<file path="config.mk">
export PLATFORM = sky130hd
export DESIGN_NAME = rx_lane_sync_ctrl
export DESIGN_NICKNAME = d
export VERILOG_FILES = /design/src/rtl/rx_lane_sync_ctrl_pkg.sv /design/src/rtl/rx_err_leaky_cnt.sv /design/src/rtl/rx_lane_sync_ctrl.sv
export SDC_FILE = /design/constraint.sdc
export NUM_CORES = 1
export LEC_CHECK = 0
export ABC_CLOCK_PERIOD_IN_PS = 1950
export CORE_UTILIZATION = 52
export DETAILED_ROUTE_END_ITERATION = 8
export PLACE_DENSITY_LB_ADDON = 0.2
export SYNTH_ARGS = -nofsm -noshare
export SYNTH_HDL_FRONTEND = slang
export SYNTH_SLANG_ARGS = --single-unit
</file>
<file path="constraint.sdc">
create_clock -name clk -period 1.95 [get_ports clk]
set_input_delay 0.2925 -clock clk [delete_from_list [all_inputs] [get_ports clk]]
set_output_delay 0.2925 -clock clk [all_outputs]
set_load 0.01 [all_outputs]
</file>
<file path="src/rtl/rx_lane_sync_ctrl_pkg.sv">
// Shared constants for the RX lane synchroniser: FSM encodings, default
// parameter values and the 8b/10b ordered-set symbol codes.
package rx_lane_sync_ctrl_pkg;

    localparam logic [1:0] ST_IDLE    = 2'd0;
    localparam logic [1:0] ST_ACQUIRE = 2'd1;
    localparam logic [1:0] ST_LOCKED  = 2'd2;
    localparam logic [1:0] ST_LOST    = 2'd3;

    localparam int LOCK_CNT_DEF = 4;
    localparam int ERR_MAX_DEF  = 4;
    localparam int GOOD_RUN_DEF = 16;
    localparam int TIMEOUT_DEF  = 1024;

    localparam logic [7:0] SYM_COM = 8'hBC;   // K28.5
    localparam logic [7:0] SYM_SKP = 8'h1C;   // K28.0
    localparam logic [7:0] SYM_FTS = 8'h3C;   // K28.1
    localparam logic [7:0] SYM_IDL = 8'h7C;   // K28.3
    localparam logic [7:0] SYM_EIE = 8'hFC;   // K28.7

endpackage

</file>
<file path="src/rtl/rx_err_leaky_cnt.sv">
// Leaky-bucket error counter: errors add one (saturating), every GOOD_RUN
// consecutive clean valid symbols remove one (floor zero). Held at zero
// whenever run is low.
module rx_err_leaky_cnt
    import rx_lane_sync_ctrl_pkg::*;
#(
    parameter int ERR_MAX  = ERR_MAX_DEF,
    parameter int GOOD_RUN = GOOD_RUN_DEF
) (
    input  logic                         clk,
    input  logic                         rst_n,
    input  logic                         run,
    input  logic                         rx_valid,
    input  logic                         rx_err,
    output logic [$clog2(ERR_MAX+1)-1:0] err_cnt,
    output logic                         err_max_hit
);

    localparam int EW = $clog2(ERR_MAX + 1);
    localparam int GW = $clog2(GOOD_RUN + 1);
    localparam logic [EW-1:0] ERR_MAX_C   = EW'(ERR_MAX);
    localparam logic [GW-1:0] GOOD_LAST_C = GW'(GOOD_RUN - 1);

    logic [EW-1:0] err_cnt_q, err_cnt_d;
    logic [GW-1:0] good_q, good_d;

    // Next-count logic; an error in the same cycle as a valid symbol counts as an error.
    always_comb begin
        err_cnt_d = err_cnt_q;
        good_d    = good_q;
        if (!run) begin
            err_cnt_d = '0;
            good_d    = '0;
        end else if (rx_err) begin
            good_d = '0;
            if (err_cnt_q != ERR_MAX_C) begin
                err_cnt_d = err_cnt_q + EW'(1);
            end
        end else if (rx_valid) begin
            if (good_q == GOOD_LAST_C) begin
                good_d = '0;
                if (err_cnt_q != '0) begin
                    err_cnt_d = err_cnt_q - EW'(1);
                end
            end else begin
                good_d = good_q + GW'(1);
            end
        end
    end

    // Counter registers.
    always_ff @(posedge clk or negedge rst_n) begin
        if (!rst_n) begin
            err_cnt_q <= '0;
            good_q    <= '0;
        end else begin
            err_cnt_q <= err_cnt_d;
            good_q    <= good_d;
        end
    end

    assign err_cnt     = err_cnt_q;
    assign err_max_hit = (err_cnt_d == ERR_MAX_C);

endmodule

</file>
<file path="src/rtl/rx_lane_sync_ctrl.sv">
// RX lane synchronisation controller: acquires lock on consecutive clean
// COM symbols, drops lock on accumulated errors or a COM timeout.
//
//   state   | meaning
//   --------+-----------------------------------------------------------
//   IDLE    | disabled, detector off, all counters clear
//   ACQUIRE | counting consecutive error-free COM detections
//   LOCKED  | lane locked; leaky error count and COM timeout running
//   LOST    | one-cycle loss-of-lock pulse, then back to ACQUIRE
module rx_lane_sync_ctrl
    import rx_lane_sync_ctrl_pkg::*;
#(
    parameter int LOCK_CNT = LOCK_CNT_DEF,
    parameter int ERR_MAX  = ERR_MAX_DEF,
    parameter int GOOD_RUN = GOOD_RUN_DEF,
    parameter int TIMEOUT  = TIMEOUT_DEF
) (
    input  logic                         clk,
    input  logic                         rst,
    input  logic                         enb,
    input  logic                         k285,
    input  logic                         rx_Valid,
    input  logic                         rx_err,
    output logic                         det_enb,
    output logic                         lane_lock,
    output logic [1:0]                   lock_state,
    output logic [$clog2(ERR_MAX+1)-1:0] err_cnt,
    output logic                         lock_lost
);

    localparam int CW = $clog2(LOCK_CNT + 1);
    localparam int TW = $clog2(TIMEOUT + 1);
    localparam logic [CW-1:0] LOCK_LAST_C = CW'(LOCK_CNT - 1);
    localparam logic [TW-1:0] TIMEOUT_C   = TW'(TIMEOUT);

    logic [1:0]    state_q, state_d;
    logic [CW-1:0] com_q, com_d;
    logic [TW-1:0] tmo_q, tmo_d;     // cycles remaining before COM timeout
    logic          det_enb_q, det_enb_d;
    logic          lane_lock_q, lane_lock_d;
    logic          lock_lost_q, lock_lost_d;
    logic          err_run;
    logic          err_max_hit;

    assign err_run = enb && (state_q == ST_LOCKED);

    rx_err_leaky_cnt #(
        .ERR_MAX  (ERR_MAX),
        .GOOD_RUN (GOOD_RUN)
    ) u_err_cnt (
        .clk         (clk),
        .rst_n       (rst),
        .run         (err_run),
        .rx_valid    (rx_Valid),
        .rx_err      (rx_err),
        .err_cnt     (err_cnt),
        .err_max_hit (err_max_hit)
    );

    // FSM, COM counter and timeout down-counter; outputs decoded from the next state so they register with it.
    always_comb begin
        state_d = state_q;
        com_d   = com_q;
        tmo_d   = tmo_q;
        if (!enb) begin
            state_d = ST_IDLE;
            com_d   = '0;
            tmo_d   = '0;
        end else begin
            case (state_q)
                ST_IDLE: begin
                    state_d = ST_ACQUIRE;
                end
                ST_ACQUIRE: begin
                    if (rx_err) begin
                        com_d = '0;
                    end else if (k285) begin
                        if (com_q == LOCK_LAST_C) begin
                            state_d = ST_LOCKED;
                            com_d   = '0;
                            tmo_d   = TIMEOUT_C;
                        end else begin
                            com_d = com_q + CW'(1);
                        end
                    end
                end
                ST_LOCKED: begin
                    tmo_d = k285 ? TIMEOUT_C : tmo_q - TW'(1);
                    if (err_max_hit || (!k285 && tmo_q == TW'(1))) begin
                        state_d = ST_LOST;
                        tmo_d   = '0;
                    end
                end
                ST_LOST: begin
                    state_d = ST_ACQUIRE;
                    com_d   = '0;
                    tmo_d   = '0;
                end
                default: begin
                    state_d = ST_IDLE;
                    com_d   = '0;
                    tmo_d   = '0;
                end
            endcase
        end
        det_enb_d   = (state_d != ST_IDLE);
        lane_lock_d = (state_d == ST_LOCKED);
        lock_lost_d = (state_d == ST_LOST);
    end

    // State, counter and output registers.
    always_ff @(posedge clk or negedge rst) begin
        if (!rst) begin
            state_q     <= ST_IDLE;
            com_q       <= '0;
            tmo_q       <= '0;
            det_enb_q   <= 1'b0;
            lane_lock_q <= 1'b0;
            lock_lost_q <= 1'b0;
        end else begin
            state_q     <= state_d;
            com_q       <= com_d;
            tmo_q       <= tmo_d;
            det_enb_q   <= det_enb_d;
            lane_lock_q <= lane_lock_d;
            lock_lost_q <= lock_lost_d;
        end
    end

    assign lock_state = state_q;
    assign det_enb    = det_enb_q;
    assign lane_lock  = lane_lock_q;
    assign lock_lost  = lock_lost_q;

endmodule
</file>
Word level (Yosys, flattened, before mapping)
Cells that the tools add are included.
{"block": "word_totals", "rom_bits": 0, "latchBits": 0, "inputBits": 6, "memories": 0, "wordCells": 68, "mem_bits_rw": 0, "reg_bits": 27}
{"block": "classes", "order_cmp": 0, "multipliers": 0, "eq_ne": 17, "add_sub_neg": 5, "n_mux": 28, "n_div": 0, "n_reduce_logical": 10, "bitwise_logic": 0, "shifts": 0}
{"operator": "11-bit two-way mux", "n": 6}
{"operator": "11-bit one-hot mux with 3 select lines", "n": 1}
{"operator": "3-bit two-way mux", "n": 10}
{"operator": "5-bit two-way mux", "n": 4}
{"operator": "3-bit inequality test (second input constant)", "n": 5}
{"operator": "11-bit by 1-bit equality test with 1-bit output (second input constant)", "n": 1}
{"operator": "11-bit by 1-bit subtractor with 11-bit output (second input constant)", "n": 1}
{"operator": "2-bit two-way mux", "n": 5}
{"operator": "2-bit equality test (second input constant)", "n": 4}
{"operator": "3-bit by 1-bit adder with 3-bit output (second input constant)", "n": 2}
{"operator": "2-bit one-hot mux with 3 select lines", "n": 1}
{"operator": "3-bit one-hot mux with 2 select lines", "n": 1}
{"operator": "5-bit by 1-bit adder with 5-bit output (second input constant)", "n": 1}
{"operator": "5-bit by 4-bit equality test with 1-bit output (second input constant)", "n": 1}
{"operator": "4-bit by 1-bit inequality test with 1-bit output (second input constant)", "n": 1}
{"operator": "4-bit inequality test (second input constant)", "n": 1}
{"operator": "4-bit AND reduction", "n": 1}
{"operator": "3-bit by 2-bit equality test with 1-bit output (second input constant)", "n": 1}
{"operator": "3-bit equality test (second input constant)", "n": 1}
{"operator": "3-bit by 1-bit inequality test with 1-bit output (second input constant)", "n": 1}
{"operator": "3-bit nonzero test", "n": 1}
{"operator": "3-bit by 1-bit subtractor with 3-bit output (second input constant)", "n": 1}
{"operator": "2-bit by 1-bit equality test with 1-bit output (second input constant)", "n": 1}
{"operator": "1-bit logical AND", "n": 2}
{"operator": "other kinds (6)", "n": 6}

Depth between registers and ports, before layout
Gate-level depths: netlist of the first run.
{"block": "depth", "word_depth": 12, "depth_mapped": 9, "depth_no_buf": 8}

Cells and area by module
A second synthesis of the first run with hierarchy kept.
{"block": "hier_totals", "hier_cells": 169, "area_unflattened_um2": 1656.6}
{"mod": "rx_lane_sync_ctrl", "area_per_inst_um2": 1134.8, "cells_per_inst": 117, "n_inst": 1, "seq_area_each_um2": 475.5}
{"mod": "rx_err_leaky_cnt", "area_per_inst_um2": 521.8, "cells_per_inst": 52, "n_inst": 1, "seq_area_each_um2": 200.2}

Least setup slack after synthesis of the first run
OpenSTA, ideal clock, no wires.
{"block": "synth_path", "path_type": "register to register", "startpoint": "reg state_q[0] (netlist: lock_state[0])", "endpoint": "reg tmo_q[10]", "period_less_slack_ns": 2.058, "setup_ns": 0.123, "path_slack_ns": -0.108, "t_required_ns": 1.827, "n_path_buf": 0, "arrival_ns": 1.935, "stages_incl_launch_ff": 9, "path_cell_list": "dfrtp_1 > inv_1 > ha_1 > nand2_1 > nor3_1 > o31ai_2 > or3_4 > o2111a_1 > o221a_1"}
{"block": "synth_between", "elab_chain_cells": 8, "word_cells_on_any_way": 15}
{"element": "start, declared", "line": "rx_lane_sync_ctrl.sv:36", "source": "logic [1:0] state_q, state_d;"}
{"element": "start signal, assigned", "line": "rx_lane_sync_ctrl.sv:121", "source": "state_q <= state_d;"}
{"element": "2-bit equality test", "line": "rx_lane_sync_ctrl.sv:45, rx_lane_sync_ctrl.sv:70"}
{"element": "1-bit logical AND", "line": "rx_lane_sync_ctrl.sv:45", "source": "assign err_run = enb && (state_q == ST_LOCKED);"}
{"element": "3-bit two-way mux", "line": "rx_err_leaky_cnt.sv:31", "source": "if (!run) begin"}
{"element": "3-bit equality test", "line": "rx_err_leaky_cnt.sv:63", "source": "assign err_max_hit = (err_cnt_d == ERR_MAX_C);"}
{"element": "1-bit logical OR", "line": "rx_lane_sync_ctrl.sv:89", "source": "if (err_max_hit || (!k285 && tmo_q == TW'(1))) begin"}
{"element": "11-bit two-way mux", "line": "rx_lane_sync_ctrl.sv:89"}
{"element": "11-bit one-hot mux with 3 select lines", "line": "rx_lane_sync_ctrl.sv:70", "source": "case (state_q)"}
{"element": "11-bit two-way mux", "line": "rx_lane_sync_ctrl.sv:65", "source": "if (!enb) begin"}
{"element": "end signal, assigned", "line": "rx_lane_sync_ctrl.sv:123", "source": "tmo_q <= tmo_d;"}
{"element": "end, declared", "line": "rx_lane_sync_ctrl.sv:38", "source": "logic [TW-1:0] tmo_q, tmo_d;"}
Several ways; a longest one is shown, not always the timed one.
A chain may end at the register's enable or synchronous reset.

Worst setup path after layout of the first run
{"block": "layout_path", "startpoint": "reg u_err_cnt.err_cnt_q[0] (netlist: u_err_cnt.err_cnt[0])", "endpoint": "reg tmo_q[10]"}
{"block": "layout_between", "elab_chain_cells": 11, "word_cells_on_any_way": 15}
{"element": "start, declared", "line": "rx_err_leaky_cnt.sv:24", "source": "logic [EW-1:0] err_cnt_q, err_cnt_d;"}
{"element": "start signal, assigned", "line": "rx_err_leaky_cnt.sv:57", "source": "err_cnt_q <= err_cnt_d;"}
{"element": "3-bit by 1-bit subtractor with 3-bit output or 3-bit nonzero test (tied branches)", "line": "rx_err_leaky_cnt.sv:43, rx_err_leaky_cnt.sv:42"}
{"element": "3-bit two-way mux", "line": "rx_err_leaky_cnt.sv:42", "source": "if (err_cnt_q != '0) begin"}
{"element": "3-bit two-way mux", "line": "rx_err_leaky_cnt.sv:40", "source": "if (good_q == GOOD_LAST_C) begin"}
{"element": "3-bit two-way mux", "line": "rx_err_leaky_cnt.sv:39", "source": "end else if (rx_valid) begin"}
{"element": "3-bit two-way mux (*)", "line": "rx_err_leaky_cnt.sv:34", "source": "end else if (rx_err) begin"}
{"element": "3-bit two-way mux (*)", "line": "rx_err_leaky_cnt.sv:31"}
{"element": "3-bit equality test (*)", "line": "rx_err_leaky_cnt.sv:63"}
{"element": "1-bit logical OR (*)", "line": "rx_lane_sync_ctrl.sv:89"}
{"element": "11-bit two-way mux (*)", "line": "rx_lane_sync_ctrl.sv:89"}
{"element": "11-bit one-hot mux with 3 select lines (*)", "line": "rx_lane_sync_ctrl.sv:70"}
{"element": "11-bit two-way mux (*)", "line": "rx_lane_sync_ctrl.sv:65"}
Mark *: on every way between the ends. The rest lies on a longest branch, timed or not.

==> results of run 1 <==
sequential cells by signal (all words and copies together) (netlist names):
| name | cells |
|---|---|
| com_q | 3 |
| u_err_cnt.err_cnt | 3 |
| lane_lock | 1 |
| lock_lost | 1 |
| lock_state | 2 |
| tmo_q | 11 |
| u_err_cnt.good_q | 5 |
| det_enb | 1 |
final cells by class:
class,count,area (µm²),share of cell area
Multi-Input combinational cell,127,1127,0.4752
Sequential cell,27,675.6,0.2848
Timing Repair Buffer,53,441.7,0.1862
Tap cell,44,55.05,0.02321
Inverter,12,45.04,0.01899
Clock buffer,3,22.52,0.009494
Clock inverter,1,5.005,0.002110
what timing repair did:
action,CTS,global route
endpoints found under the hold margin,0,0
endpoints found under the setup margin,14,15
gates resized for setup,9,23
pin swaps,7,12
buffers inserted,2,3
worst min path at each step:
| stage | slack [ns] | to |
|---|---|---|
| after floorplan | -0.003 | com_q[0] |
| after global placement | 0.48 | u_err_cnt.good_q[4] |
| after detailed placement | 0.50 | u_err_cnt.good_q[4] |
| after CTS | 0.31 | lock_lost |
| after global routing | 0.35 | lane_lock |
| final | 0.31 | lane_lock |
routing by layer:
metal	GRT usage	vias up	share of wire
met1	0.3080	716	0.44
met2	0.4172	32	0.51
met5	0	-	0
li1	-	729	-
met3	0.02838	11	0.025
met4	0.09864	0	0.021
report_power, final:
group,switching [µW],internal [µW],leakage [µW]
sequential,71.6,647,0.000370
combinational,563,518,0.000659
clock,176,77.4,0.0000177
total,810,1240,0.00105
cells in the final DEF, fill, tap and decap left out, types with 3 or more instances in the layout:
cell type	Yosys	layout
o31a_1	4	4
clkbuf_4	0	3
buf_4	1	37
nand3_1	7	7
ha_4	0	3
nand2_1	20	18
nor3_2	3	3
dfrtp_1	27	27
and2_1	3	3
buf_6	0	3
inv_1	12	10
ha_1	10	6
o21ai_0	4	3
nor3_1	4	3
nor2b_1	5	4
nor2_1	15	14
nor3b_1	3	3
o31ai_4	0	3
clkdlybuf4s50_1	0	13
logic make-up (layout without fill, tap and decap cells):
kind of cell,Yosys count,after routing,share of synthesized area
xor+xnor,3,3,0.01555
buf+inv,16,69,0.03848
compound gates,34,34,0.1873
simple gates,78,78,0.2724
flops,27,27,0.3997
fa+ha+maj,10,10,0.07402
mux,2,2,0.01258
through the flow:
step	instances	hold slack (ns)	setup WS (ns)	util	cell area, µm²
6_report	267	0.3100	-0.2229	0.7707	2372
5_1_grt	267	0.3534	-0.2952	0.7707	2372
3_3_place_gp	258	0.4754	-0.2611	0.6923	2131
4_1_cts	264	0.3125	-0.1873	0.7191	2213
2_1_floorplan	170	-0.003091	-0.06446	-	1703
3_5_place_dp	258	0.4954	-0.2983	0.6923	2131
==> metrics.txt, run 1 <==
Synthesized Nets=about 190; largest net degree at the start of global routing=28; RR Startpoint=u_err_cnt.err_cnt[0]; WP data arrival=2.42 ns; Crit path depth=8; Synth Flop Type=dfrtp_1; input/output buffers=13; Num CTS Buffers=3; Syn Area/Cell=~10 µm²; Static Leak=0.001047 µW; clk_lat worst skew=between 0.3 and 0.4 ns; layout cells sized above 1=0.3767; Syn Inst Count=170; Clock transition at path regs=0.15 ns; fmax=roughly 0.46 GHz; Bufs and invs on worst path=1; R2R depth=8; Residual DRC=0; global-route wire length before repair=approximately 6400 µm; outcome=finished with violations; worst min path class=primary input to asynchronous set/reset pin; slowest stage delay, CP=around 0.47 ns; Clock Sink Count=27; Post-DP HPWL=about 2800 µm; type of origin of the critical path=register; antenna-violating nets left=0; routed vias/inst=about 5.6; FFs w/ async S/R, synth=1.000; failing checks=setup timing; Least-Margin Pin Slew=about 0.76 ns; crit path max fanout=4; Yosys top cell area share=0.3997; die height=59.02 µm; # setup viols final=14; FP Rows=20; die area=0.003483 mm²; Layout area overhead=40.34%; GRT Total Usage=0.2418; Commonest cells post-synth=dfrtp_1, nand2_1, nor2_1; Final Cycle Share=1.114; Initial Utilization=0.5492; worst setup path start=u_err_cnt.err_cnt[0]; Crit Path Category=register to register; cell chain of the critical path=inv_2 -> ha_4 -> and4b_1 -> nor3_2 -> o31ai_4 -> or3_4 -> o2111a_1 -> o221a_1; setup ws final=-0.2229 ns; slew margin rel.=0.4867; clk_skew=slightly above 0.01 ns; die width=between 50 and 60 µm; final hold violations=0; Final min period=between 2 and 2.5 ns; Initial DRC Count=61; root buffer selected by CTS=clkbuf_4; Worst R2R End=tmo_q[10]; htree depth=1; CTS tree=done; GR Overflow Total=0; Setup TNS=-2.435 ns; endpoint type of the worst setup path=register; Max Slew Vio Count=0; I/O Pins=14; top cells by area, synth=dfrtp_1, ha_1, nand2_1; sequential share of the synthesized area=0.3997; post-synthesis cell type count=54; Max VDD drop=between 0.0006 and 0.0007 V; Warnings, synthesis=0; drt first pass iters=4; core area=between 0.003 and 0.004 mm²; antenna cell count=0; required time worst endpoint=roughly 2.2 ns; cts-stage hold buffer count=0; Final Total Pwr=around 2100 µW; Post-synth EDFFs=0; most numerous cell in the Yosys netlist=dfrtp_1; number of global-route vias before repair=about 1400; area leader, netlist=dfrtp_1; DR vias=~1500; RSZ-0062 raised after global routing=yes; Top Family by Delay on Critical Path=simple AND/OR/NAND/NOR gates; GPL Wtd Cong=roughly 0.86; initial antenna violation count=0; Routed WL per cell=approximately 15 µm; CP max stage cell=dfrtp_1; max cap viols=0; worst setup path endpoint=tmo_q[10]; Mapped Area=around 0.0017 mm²; Post-Route WL=around 4000 µm; fill count=approximately 200; Pwr Density=approximately 870 mW/mm²; flop2flop setup slack=-0.22 ns; Max clock buf depth=2; Nets=240; FF+latch count, synth=27
No activity file was read; power rests on OpenSTA's default activity.
==> inputs of run 2 (changes only) <==
CORE_UTILIZATION = 51   (was 52)
SYNTH_HIERARCHICAL = 1   (was unset)
==> metrics.txt, run 2 <==
Max Slew Vio Count=0 (unchanged); clk_skew=0.006934 ns (-0.003437 ns); drt first pass iters=4 (unchanged); Bufs and invs on worst path=2 (+1); sequential share of the synthesized area=0.4079 (+0.008151); Commonest cells post-synth=dfrtp_1, nor2_1, o21ai_0; slowest stage delay, CP=0.49 ns (+0.02 ns); Top Family by Delay on Critical Path=compound AO/OA/AOI/OAI gates; area leader, netlist=dfrtp_1; RSZ-0062 raised after global routing=yes; Largest Register=tmo_q; Warnings, synthesis=6 (+6); endpoint type of the worst setup path=register; Routed WL per cell=15.72 µm (+5.6%); final hold violations=0 (unchanged); layout cells sized above 1=0.3673 (-0.009425); # setup viols final=15 (+1); Post-Route WL=4245 µm (+6.7%); Crit Path Category=register to register; initial antenna violation count=0 (unchanged); Residual DRC=0 (unchanged); CP max stage cell=or4_4; Final min period=2.601 ns (+0.4279 ns); Synth Flop Type=dfrtp_1; fmax=0.3845 GHz (-16%); final design utilization=0.7675 (-0.003252); Pwr Density=860.7 mW/mm² (-0.50%); DR vias=1549 (+4.1%); cell chain of the critical path=inv_2 -> ha_4 -> nor2b_4 -> or4_4 -> a31oi_4 -> nor4_4 -> nand3b_1 -> a311o_2 -> buf_4 -> o21ai_2 -> a32o_1; GR Overflow Total=0 (unchanged); global-route wire length before repair=6920 µm (+8.3%); top cells by area, synth=dfrtp_1, ha_1, o21ai_0; FFs w/ async S/R, synth=1.000 (unchanged); GPL Wtd Cong=0.8810 (+2.7%); number of global-route vias before repair=1552 (+7.9%); largest net degree at the start of global routing=28 (unchanged); Final Cycle Share=1.334 (+0.2195); type of origin of the critical path=register; crit path max fanout=7 (+3); Layout area overhead=42.60%; slew margin rel.=0.7085 (+0.2218); worst min path class=primary input to asynchronous set/reset pin; WP data arrival=2.89 ns (+0.47 ns); post-synthesis cell type count=50 (-7.4%); Initial Utilization=0.5382 (-0.01098); FP Rows=20 (unchanged); Post-DP HPWL=2963 µm (+6.4%); input/output buffers=13 (unchanged); Final Total Pwr=2033 µW (-0.92%); Nets=244 (+1.7%); required time worst endpoint=2.24 ns (+0.04 ns); Synthesized Nets=186 (unchanged); most numerous cell in the Yosys netlist=dfrtp_1; commonest non-fill, non-tap cell in the layout=buf_4; cts-stage hold buffer count=0 (unchanged); clk_lat worst skew=0.34 ns (about the same); Max VDD drop=0.0005835 V (-15%); Setup TNS=-7.413 ns (-4.978 ns); Largest regs=tmo_q (11), u_err_cnt/good_q (5); setup ws final=-0.6508 ns (-0.4279 ns); Least-Margin Pin Slew=0.4332 ns (-0.3271 ns); root buffer selected by CTS=clkbuf_4; GRT Total Usage=0.2692 (+0.02740); fill count=214 (+8.6%); FF+latch count, synth=27 (unchanged); core area=0.003078 mm² (unchanged); antenna cell count=0 (unchanged); Initial DRC Count=71 (+16%); Post-synth EDFFs=0 (unchanged); I/O Pins=14 (unchanged); Syn Area/Cell=9.802 µm² (-1.4%); Max clock buf depth=2 (unchanged); routed vias/inst=5.737 (+2.9%); most frequent cells in the layout=buf_4, dfrtp_1, nor2_1, clkdlybuf4s50_1, nand2_1; die height=59.00 µm (about the same); outcome=finished with violations; Num CTS Buffers=3 (unchanged); max reg flops=11 (unchanged); Mapped Area=0.001657 mm² (-2.0%); max cap viols=0 (unchanged); Cell Area, Placed=0.002128 mm² (-0.12%); Syn Inst Count=169 (-0.59%); failing checks=setup timing; Static Leak=0.001073 µW (+2.4%); CTS tree=done; die width=59.00 µm (about the same); antenna-violating nets left=0 (unchanged); Final Cell Area=0.002362 mm² (-0.42%); Yosys top cell area share=0.4079 (+0.008151); Clock transition at path regs=0.15 ns (about the same); Clock Sink Count=27 (unchanged); htree depth=1 (unchanged); die area=0.003480 mm² (about the same)
[run 2: cell type report]
type / count / area (µm²) / share of cell area
Tap cell: 44 / 55.05 / 0.02331
Multi-Input combinational cell: 128 / 1106 / 0.4682
Timing Repair Buffer: 55 / 452.9 / 0.1917
Clock inverter: 1 / 5.005 / 0.002119
Sequential cell: 27 / 675.6 / 0.2860
Inverter: 12 / 45.04 / 0.01907
Clock buffer: 3 / 22.52 / 0.009534
[run 2: worst paths after layout]
| path | start | endpoint | slack [ns] | cells past startpoint |
|---|---|---|---|---|
| worst min-delay path | rst | u_err_cnt/err_cnt[0] | 0.30 | 2 |
| worst max-delay path | u_err_cnt/err_cnt[1] | tmo_q[7] | -0.65 | 11 |
| min in group clk | com_q[2] | com_q[2] | 0.54 | 1 |
| worst max register to register | u_err_cnt/err_cnt[1] | tmo_q[7] | -0.65 | 11 |
| max in group asynchronous | rst | det_enb | 1.38 | 2 |
| worst min register to register | com_q[2] | com_q[2] | 0.54 | 1 |
[run 2: report_power, final]
part / internal (µW) / switching (µW)
clock network: 77.4 / 172
registers: 637 / 63.1
logic: 523 / 561
[run 2: stage by stage]
step,setup WS [ns],std cells,hold WS (ns)
after detailed placement,-0.7913,261,0.5130
after floorplan,-0.5921,169,-0.003091
after global placement,-0.6833,261,0.5019
after CTS,-0.6441,269,0.3149
final,-0.6508,270,0.3048
after global routing,-0.7143,270,0.3406
[run 2: repair_timing]
| action | in CTS | in global routing |
|---|---|---|
| buffers inserted | 4 | 1 |
| endpoints found under the setup margin | 15 | 17 |
| pin swaps | 14 | 9 |
| cloned | 0 | 0 |
| gates resized for setup | 25 | 8 |
[run 2: logic make-up after synthesis]
group | count (synthesis) | share of synthesized area
multiplexers | 2 | 0.01284
AO/OA/AOI/OAI | 43 | 0.1971
buffers and inverters | 14 | 0.03399
adder cells (fa/ha/maj) | 11 | 0.08308
flip-flops | 27 | 0.4079
AND/OR/NAND/NOR | 69 | 0.2492
XOR/XNOR | 3 | 0.01586
[run 2: per-layer routing]
metal  global-route usage  share of wire  vias up
met4               0.1259          0.029        0
met1               0.3153           0.40      750
li1                     -              -      741
met3              0.02402          0.030       13
met5                    0              0        -
met2               0.4951           0.54       45
==> inputs of run 3 (changes only) <==
ABC_AREA = 1   (was unset)
CORE_UTILIZATION = 52   (was 51)
==> metrics.txt, run 3 <==
outcome=finished, final reports clean; Syn Inst Count=225 (+33%); die height=59.48 µm (+0.81%); CP max stage cell=dfrtp_1; Max VDD drop=0.0007789 V (+34%); most frequent cells in the layout=nand2_1, inv_1, nor2_1, dfrtp_1, nand3_1; GPL Wtd Cong=0.8142 (-7.6%); Least-Margin Pin Slew=0.3826 ns (-0.05057 ns); most numerous cell in the Yosys netlist=nand2_1; Worst R2R End=tmo_q[0]; global-route wire length before repair=5492 µm (-21%); Final Cycle Share=0.9665 (-0.3673); I/O Pins=14 (unchanged); Initial Utilization=0.5536 (+0.01542); R2R depth=13 (+2); type of origin of the critical path=register; Syn Area/Cell=7.635 µm² (-22%); core area=0.003103 mm² (+0.81%); die width=59.48 µm (+0.81%); input/output buffers=13 (unchanged); number of global-route vias before repair=1316 (-15%); Residual DRC=0 (unchanged); Initial DRC Count=76 (+7.0%); placed cells=294 (+13%); GR Overflow Total=0 (unchanged); DR vias=1447 (-6.6%); routed vias/inst=4.823 (-16%); slowest stage delay, CP=0.41 ns (-0.08 ns); GRT Total Usage=0.2066 (-0.06267); FF+latch count, synth=27 (unchanged); die area=0.003537 mm² (+1.6%); Post-DP HPWL=2561 µm (-14%); Static Leak=0.001057 µW (-1.4%); Bufs and invs on worst path=1 (-1); Warnings, synthesis=6 (unchanged); Post-Route WL=3442 µm (-19%); Yosys top cell area share=0.3933 (-0.01456); clk_lat worst skew=0.33 ns (about the same); Max clock buf depth=2 (unchanged); slew margin rel.=0.7430 (+0.03441); max cap viols=0 (unchanged); Top Family by Delay on Critical Path=simple AND/OR/NAND/NOR gates; Synth Flop Type=dfrtp_1; # setup viols final=0 (-15); RSZ-0062 raised after global routing=yes; layout cells sized above 1=0.2383 (-0.1290); clk_skew=0.01378 ns (+0.006849 ns); Final Total Pwr=2273 µW (+12%); root buffer selected by CTS=clkbuf_4; Commonest cells post-synth=nand2_1, inv_1, nor2_1; Nets=274 (+12%); Post-synth EDFFs=0 (unchanged); htree depth=1 (unchanged); Crit Path Category=register to register; Largest Register=tmo_q; Largest regs=tmo_q (11), u_err_cnt/good_q (5); crit path max fanout=6 (-1); fin cells=300 (+11%); worst min path class=primary input to asynchronous set/reset pin; endpoint type of the worst setup path=register; max reg flops=11 (unchanged); Clock Sink Count=27 (unchanged); Layout area overhead=23.09%; CTS tree=done; top cells by area, synth=dfrtp_1, nand2_1, ha_1; Num CTS Buffers=3 (unchanged); RR Startpoint=u_err_cnt/good_q[1]; WP data arrival=2.14 ns (-0.75 ns); FFs w/ async S/R, synth=1.000 (unchanged); antenna-violating nets left=0 (unchanged); FP Rows=20 (unchanged); cell chain of the critical path=ha_2 -> nand2_2 -> nor2_4 -> nand4_2 -> nand3_1 -> nand2_1 -> nor2_2 -> nor2_2 -> inv_2 -> nand2_2 -> nor2_4 -> nand3_4 -> a21oi_2; Setup TNS=0 ns (+7.413 ns); Mapped Area=0.001718 mm² (+3.7%); final hold violations=0 (unchanged); Pwr Density=1075 mW/mm² (+25%); antenna cell count=0 (unchanged); sequential share of the synthesized area=0.3933 (-0.01456); Clock transition at path regs=0.16 ns (about the same); post-synthesis cell type count=24 (-52%); Routed WL per cell=11.47 µm (-27%); fmax=0.5306 GHz (+38%); Synthesized Nets=242 (+30%); commonest non-fill, non-tap cell in the layout=nand2_1; Final min period=1.885 ns (-0.7161 ns); Max Slew Vio Count=0 (unchanged); area leader, netlist=dfrtp_1; required time worst endpoint=2.21 ns (-0.03 ns); largest net degree at the start of global routing=28 (unchanged); drt first pass iters=4 (unchanged); initial antenna violation count=0 (unchanged); flop2flop setup slack=0.07 ns (+0.72 ns)
[run 3: changes by cell type in the layout (fill, tap and decap cells not counted), sizes merged, moves of 6 or more]
cell   before  now
nand3       1   19
nand2      10   53
a21oi       2    8
buf        42   15
nor2       16   38
o21ai      17    9
inv        12   41
[run 3: cells by family after synthesis]
family,Yosys count,share of synthesized area
simple gates,116,0.3161
flops,27,0.3933
buf+inv,42,0.09614
xor+xnor,11,0.05608
compound gates,18,0.05826
fa+ha+maj,11,0.08012
[run 3: worst max-delay path by stage]
stage | startpoint | cells past startpoint | endpoint
floorplan | u_err_cnt/err_cnt[0] | 13 | tmo_q[0]
global placement | rx_Valid | 13 | tmo_q[1]
detailed placement | rx_Valid | 13 | tmo_q[0]
CTS | u_err_cnt/err_cnt[1] | 13 | tmo_q[0]
global route | u_err_cnt/err_cnt[1] | 17 | tmo_q[6]
finish | u_err_cnt/good_q[1] | 13 | tmo_q[0]
[run 3: report_power, final]
group | switching [µW] | total (µW) | internal [µW]
Sequential | 72.9 | 750 | 677
Combinational | 753 | 1280 | 525
Clock | 168 | 245 | 76.8
[run 3: final cells by class]
type / count / area, µm²
Timing Repair Buffer: 28 / 246.5
Tap cell: 44 / 55.05
Clock inverter: 1 / 5.005
Clock buffer: 3 / 22.52
Inverter: 41 / 153.9
Multi-Input combinational cell: 156 / 954.7
Sequential cell: 27 / 676.9
Fill cell: 276 / 988.4
[run 3: worst register-to-register path, stage by stage (launching register included)]
cell,delay [ns]
dfrtp_1,0.41
ha_2,0.20
nand2_2,0.07
nor2_4,0.13
nand4_2,0.12
nand3_1,0.10
nand2_1,0.06
nor2_2,0.12
nor2_2,0.06
inv_2,0.06
nand2_2,0.06
nor2_4,0.16
nand3_4,0.14
a21oi_2,0.14
[run 3: layer usage]
| layer | vias to the layer above | global-route usage | routed length (µm) |
|---|---|---|---|
| li1 | 756 | - | - |
| met1 | 661 | 0.2700 | 1577 |
| met2 | 26 | 0.3467 | 1701 |
| met3 | 4 | 0.03275 | 127 |
| met4 | 0 | 0.06803 | 34 |
| met5 | - | 0 | 0 |
[run 3: timing repair]
action	in CTS	in global routing
hold endpoints to repair	0	0
endpoints found under the setup margin	1	15
gates resized for setup	0	26
buffers inserted	1	1
hold buffers	0	0
cloned	0	0
pin swaps	0	7
[run 3: per-stage QoR]
stage          hold WS, ns  utilization  setup WS (ns)  instance area (µm²)
2_1_floorplan    -0.003091            -         0.1964                 1718
3_3_place_gp        0.4763       0.6411        -0.1580                 1989
3_5_place_dp        0.4823       0.6411        -0.2199                 1989
4_1_cts             0.3136       0.6524        0.01206                 2024
5_1_grt             0.3292       0.6815       -0.09791                 2115
6_report            0.3069       0.6815        0.06535                 2115
==> variant 1, RTL diff (flow settings as in run 3) <==
The package constant `LOCK_CNT_DEF` goes from 4 to 8.
--- a/src/rtl/rx_lane_sync_ctrl_pkg.sv
+++ b/src/rtl/rx_lane_sync_ctrl_pkg.sv
@@ -7,7 +7,7 @@
     localparam logic [1:0] ST_LOCKED  = 2'd2;
     localparam logic [1:0] ST_LOST    = 2'd3;
 
-    localparam int LOCK_CNT_DEF = 4;
+    localparam int LOCK_CNT_DEF = 8;
     localparam int ERR_MAX_DEF  = 4;
     localparam int GOOD_RUN_DEF = 16;
     localparam int TIMEOUT_DEF  = 1024;
Behaviour: not the same (Yosys sat finds a counterexample within 10 cycles, from zero or initial values and one cycle with rst low).
==> variant 1 against run 3 <==
  * Setup slack worse by 24 ps
  * Area after synthesis up 4.8%
  * Global-route usage up 0.56 points
  * Largest power group unchanged
  * Design area up 9.5%
  * Total power up 9.8%
  * First-iteration DRC count up 1.3%
  * Sequential power up 6.5%
  * Highest routed layer unchanged
  * Sequential cell count up 1
  * Wire length up 13%
  * Non-clock buffer count up 9
==> variant 1: results <==
group,metric,value,unit
worst_setup_path,path_delay_family,"simple AND/OR/NAND/NOR gates",
pwr,p_leak,1.17,nW
grt,grt_max_degree,29,
layout,final_net_count,310,
yosys,synth_edf_count,0,
placed_design,dpl.cell_count,328,
yosys,postSynthNetCount,269,
sta,timing.clock.skew,8.79,ps
yosys,synth_async_sr_flop_share,1.00,
placed_design,hpwlAfterDp,2750,microns
detailed_routing,detailedRoute.firstIterationViolations,77,
yosys,netlist-cell-type-count,25,
grt,antenna_found_initial,0,
placed_design,detailed_place.area,2110,sq um
grt,gr-usage-all-layers,0.212,
detailed_routing,met2RoutedLength,1860,microns
hold_path,hold_class,"input port to async pin",
layout,num_antenna_cells,0,
run_status,outcome,"complete, no violations",
pwr,vdd.ir_drop.worst,0.000711,V
worst_setup_path,r2r_end,"tmo_q[7]",
worst_setup_path,worst-r2r-setup-slack,40,ps
grt,wire_length_of_the_first_global_routing_pass,5990,microns
sta,timing.slew.headroom,0.760,
placed_design,quantity_of_i_o_buffers_inserted_on_ports,13,
clock_network,tritoncts,"built",
yosys,synthesis.instances,252,
sta,setup-violations-final,0,
worst_setup_path,worst-r2r-cell-count,15,
yosys,synth.cells.most_frequent,"71 x sky130_fd_sc_hd__nand2_1, 35 x sky130_fd_sc_hd__nor2_1, 33 x sky130_fd_sc_hd__inv_1, 28 x sky130_fd_sc_hd__dfrtp_1, 23 x sky130_fd_sc_hd__nand3_1",
detailed_routing,drt-met1-wl,1840,microns
grt,grt_pass1_vias,1478,
clock_network,clock_tree.buffer_depth,2,
clock_network,cts.repair.resized,0,
clock_network,clk-insertion-delay-late,330,ps
grt,gr-usage-met1,0.273,
sta,fin_hold_ws,314,ps
clock_network,tritoncts.num_buffers,3,
grt,met2_resource_use_gr,0.385,
worst_setup_path,cpMaxStageDelayCell,"sky130_fd_sc_hd__dfrtp_1",
worst_setup_path,critPathMaxFanout,7,
detailed_routing,viasPerCell,4.95,
yosys,post_synth_main_area_contributors,"sky130_fd_sc_hd__dfrtp_1 39%, sky130_fd_sc_hd__nand2_1 15%, sky130_fd_sc_hd__ha_1 7.6%, sky130_fd_sc_hd__nor2_1 7.3%, sky130_fd_sc_hd__inv_1 6.9%",
detailed_routing,dr.max_layer_used,"met4",
clock_network,cts_post_setup_buffers_inserted,2,
worst_setup_path,worst_r2r_startpoint,"u_err_cnt/good_q[0]",
layout,drive_gt1_frac,0.267,
detailed_routing,drt-total-wl,3890,microns
detailed_routing,drt_pass1_iterations,4,
layout,top_regs,"tmo_q x11, u_err_cnt/good_q x5, com_q x4",
yosys,synth.yosys.seq_area_share,0.389,
worst_setup_path,crit_path_max_incr_delay,410,ps
clock_network,clk_root_buffer_cell,"sky130_fd_sc_hd__clkbuf_4",
grt,grt_use_met3,0.0192,
placed_design,gpl.final_weighted_congestion,0.839,
layout,stdcell_count,338,
detailed_routing,wl_met3,127,microns
==> variant 1: cell types whose count changed in the layout (fill, tap and decap cells not counted), moves of 4 or more <==
cell	run 3	this run
sky130_fd_sc_hd__nand3_1	17	21
sky130_fd_sc_hd__nand2_2	8	14
sky130_fd_sc_hd__xor2_1	7	2
sky130_fd_sc_hd__buf_4	14	23
sky130_fd_sc_hd__nand2_1	44	62
==> variant 1: logic make-up after synthesis <==
kind of cell    synth area share
simple gates               0.368
xor+xnor                  0.0146
flops                      0.389
compound gates            0.0598
buf+inv                   0.0917
fa+ha+maj                 0.0764
==> variant 1: worst max-delay path by stage <==
stage | start | to | slack, ps | cells after the start
3_3_place_gp | rx_Valid | tmo_q[2] | -90 | 16
6_report | u_err_cnt/good_q[0] | tmo_q[7] | 40 | 15
4_1_cts | u_err_cnt/err_cnt[0] | tmo_q[2] | 30 | 15
3_5_place_dp | rx_Valid | tmo_q[2] | -160 | 15
5_1_grt | u_err_cnt/good_q[0] | tmo_q[2] | -90 | 17
2_1_floorplan | u_err_cnt/err_cnt[0] | tmo_q[2] | 170 | 17
==> variant 1: cell type report <==
type	count	area, sq um
clock buffers	3	22.5
clock inverters	1	30.0
fillers	279	1020
inverters	41	159
multi-input cells	182	1030
flip-flops and latches	28	702
well taps	46	57.6
repair buffers	37	314
==> variant 1: stage by stage <==
step	setup slack (ps)	utilization	power, mW	setup TNS (ps)
after detailed placement	-155	0.633	2.00	-1520
after global placement	-94.9	0.633	1.98	-815
final	41.4	0.694	2.50	0
after global routing	-85.3	0.694	2.71	-673
after floorplan	169	-	1.64	0
after CTS	26.1	0.653	2.39	0
==> variant 1: where the power goes <==
group	leakage, nW	internal (mW)	switching [mW]
registers	0.377	0.703	0.0957
logic	0.760	0.526	0.787
clock network	0.0279	0.208	0.176
==> variant 2, RTL diff (config.mk and constraints of run 3) <==
Made on the original files. Put a register stage on the output `err_cnt`, with the module's reset. The value now appears one clock later. The other outputs are not delayed to match.
--- a/src/rtl/rx_lane_sync_ctrl.sv
+++ b/src/rtl/rx_lane_sync_ctrl.sv
@@ -33,6 +33,8 @@
     localparam logic [CW-1:0] LOCK_LAST_C = CW'(LOCK_CNT - 1);
     localparam logic [TW-1:0] TIMEOUT_C   = TW'(TIMEOUT);
 
+    logic [$clog2(ERR_MAX+1)-1:0] err_cnt_c;
+
     logic [1:0]    state_q, state_d;
     logic [CW-1:0] com_q, com_d;
     logic [TW-1:0] tmo_q, tmo_d;     // cycles remaining before COM timeout
@@ -53,7 +55,7 @@
         .run         (err_run),
         .rx_valid    (rx_Valid),
         .rx_err      (rx_err),
-        .err_cnt     (err_cnt),
+        .err_cnt     (err_cnt_c),
         .err_max_hit (err_max_hit)
     );
 
@@ -132,4 +134,12 @@
     assign lane_lock  = lane_lock_q;
     assign lock_lost  = lock_lost_q;
 
+    always_ff @(posedge clk or negedge rst) begin
+        if (!rst) begin
+            err_cnt <= '0;
+        end else begin
+            err_cnt <= err_cnt_c;
+        end
+    end
+
 endmodule
Check against the original RTL: not equivalent (a bounded check fails within 10 cycles, from zero or initial values and one cycle with rst low).
==> variant 2 against run 3 <==
  * Die area is 2.4% higher
  * Final cell count rose by 3.3%
  * Area after synthesis up 2.5%
  * Setup slack got worse by 19 ps
  * Design area rose by 3.3%
  * Combinational power fell by 10%
  * Wire length fell by 2.9%
  * Total power grew 4.0%
  * Sequential cell count up 3
  * Hold slack gained 41 ps
  * Via count increased by 3.3%
  * Sequential share of layout area is 2.4 points higher
  * Highest routed layer unchanged
==> variant 2: results <==
group,metric,value,unit
placed_design,gpl.final_weighted_congestion,0.828,
detailed_routing,met2RoutedLength,1550,microns
pwr,pwr.group.combinational,1.15,mW
grt,grt_use_met3,0.0649,
detailed_routing,vias,1495,
run_status,outcome,"complete, no violations",
pwr,internal_power_summed_over_all_cells,1.39,mW
grt,wire_length_of_the_first_global_routing_pass,5570,microns
worst_setup_path,worst_r2r_startpoint,"u_err_cnt/good_q[0]",
yosys,mean_cell_area_of_the_mapped_netlist,7.72,sq um
worst_setup_path,critPathCapture,"tmo_q[4]",
grt,gr-usage-all-layers,0.215,
yosys,postSynthNetCount,245,
placed_design,place_worst_setup_slack,-203,ps
detailed_routing,wl_met3,105,microns
pwr,vdd.ir_drop.worst,0.000661,V
layout,final_net_count,282,
pwr,total_power,2.36,mW
grt,gr-usage-met1,0.280,
grt,antenna_found_initial,0,
grt,met2_resource_use_gr,0.328,
yosys,post_synth_main_area_contributors,"sky130_fd_sc_hd__dfrtp_1 43%, sky130_fd_sc_hd__nand2_1 10%, sky130_fd_sc_hd__ha_1 7.8%, sky130_fd_sc_hd__nor2_1 7.7%, sky130_fd_sc_hd__inv_1 7.5%",
pwr,power_frac_clock,0.162,
grt,grt_max_degree,31,
placed_design,dpl.cell_count,297,
sta,timing.final.ws_setup,46.6,ps
layout,drive_gt1_frac,0.214,
placed_design,detailed_place.area,2040,sq um
detailed_routing,drt_pass1_iterations,4,
detailed_routing,drt-met1-wl,1640,microns
grt,grt_pass1_vias,1297,
placed_design,hpwlAfterDp,2460,microns
detailed_routing,drt-total-wl,3340,microns
clock_network,htree_levels,2,
yosys,yosysWarnings,6,
clock_network,cts.clk_slew.worst_paths,90,ps
worst_setup_path,crit_arrival,2160,ps
layout,n_fill_cell,266,
sta,timing.slew.headroom,0.746,
clock_network,cts_post_setup_buffers_inserted,0,
yosys,synth.cells.most_frequent,"49 x sky130_fd_sc_hd__nand2_1, 36 x sky130_fd_sc_hd__nor2_1, 35 x sky130_fd_sc_hd__inv_1, 30 x sky130_fd_sc_hd__dfrtp_1, 18 x sky130_fd_sc_hd__nand3_1",
yosys,synth.yosys.seq_area_share,0.426,
sta,timing.clock.skew,8.05,ps
clock_network,tritoncts.num_buffers,5,
detailed_routing,viasPerCell,4.82,
sta,fin_hold_ws,348,ps
==> variant 2: cell count changes in the layout (fill, tap and decap cells not counted), sizes merged <==
| cell | before | now |
|---|---|---|
| nor2 | 38 | 40 |
| dfrtp | 27 | 30 |
| xnor2 | 4 | 3 |
| xor2 | 7 | 6 |
| o21ai | 9 | 7 |
| inv | 41 | 42 |
| nand2 | 53 | 54 |
| nand4 | 4 | 5 |
| buf | 15 | 17 |
| clkbuf | 3 | 7 |
==> variant 2: layout make-up <==
cell class                 instances  area (sq um)  area share
multi-input combinational        156           900       0.412
sequential                        30           751       0.344
timing repair buffer              30           258       0.118
inverter                          42           160      0.0734
clock buffer                       7          55.1      0.0252
tap                               44          55.1      0.0252
clock inverter                     1          5.00     0.00229
==> variant 2: logic make-up (layout without fill, tap and decap cells) <==
family,after synthesis,in the layout,share of synthesized area
AND/OR/NAND/NOR,120,120,0.306
buffers and inverters,42,80,0.0910
flip-flops,30,30,0.426
adder cells (fa/ha/maj),11,11,0.0782
AO/OA/AOI/OAI,16,16,0.0540
XOR/XNOR,9,9,0.0448
==> variant 2: critical path, stage by stage, from the launching register on <==
cell and delay, ps:
sky130_fd_sc_hd__dfrtp_1 390, sky130_fd_sc_hd__ha_2 200, sky130_fd_sc_hd__nand2_2 70, sky130_fd_sc_hd__nor2_4 190
sky130_fd_sc_hd__nand4_4 120, sky130_fd_sc_hd__nand3_2 90, sky130_fd_sc_hd__nand2_2 60, sky130_fd_sc_hd__nor2_4 120
sky130_fd_sc_hd__nor2_2 50, sky130_fd_sc_hd__inv_2 50, sky130_fd_sc_hd__nand4_1 140, sky130_fd_sc_hd__nand2_2 150
sky130_fd_sc_hd__nand2_1 80, sky130_fd_sc_hd__a21oi_2 120
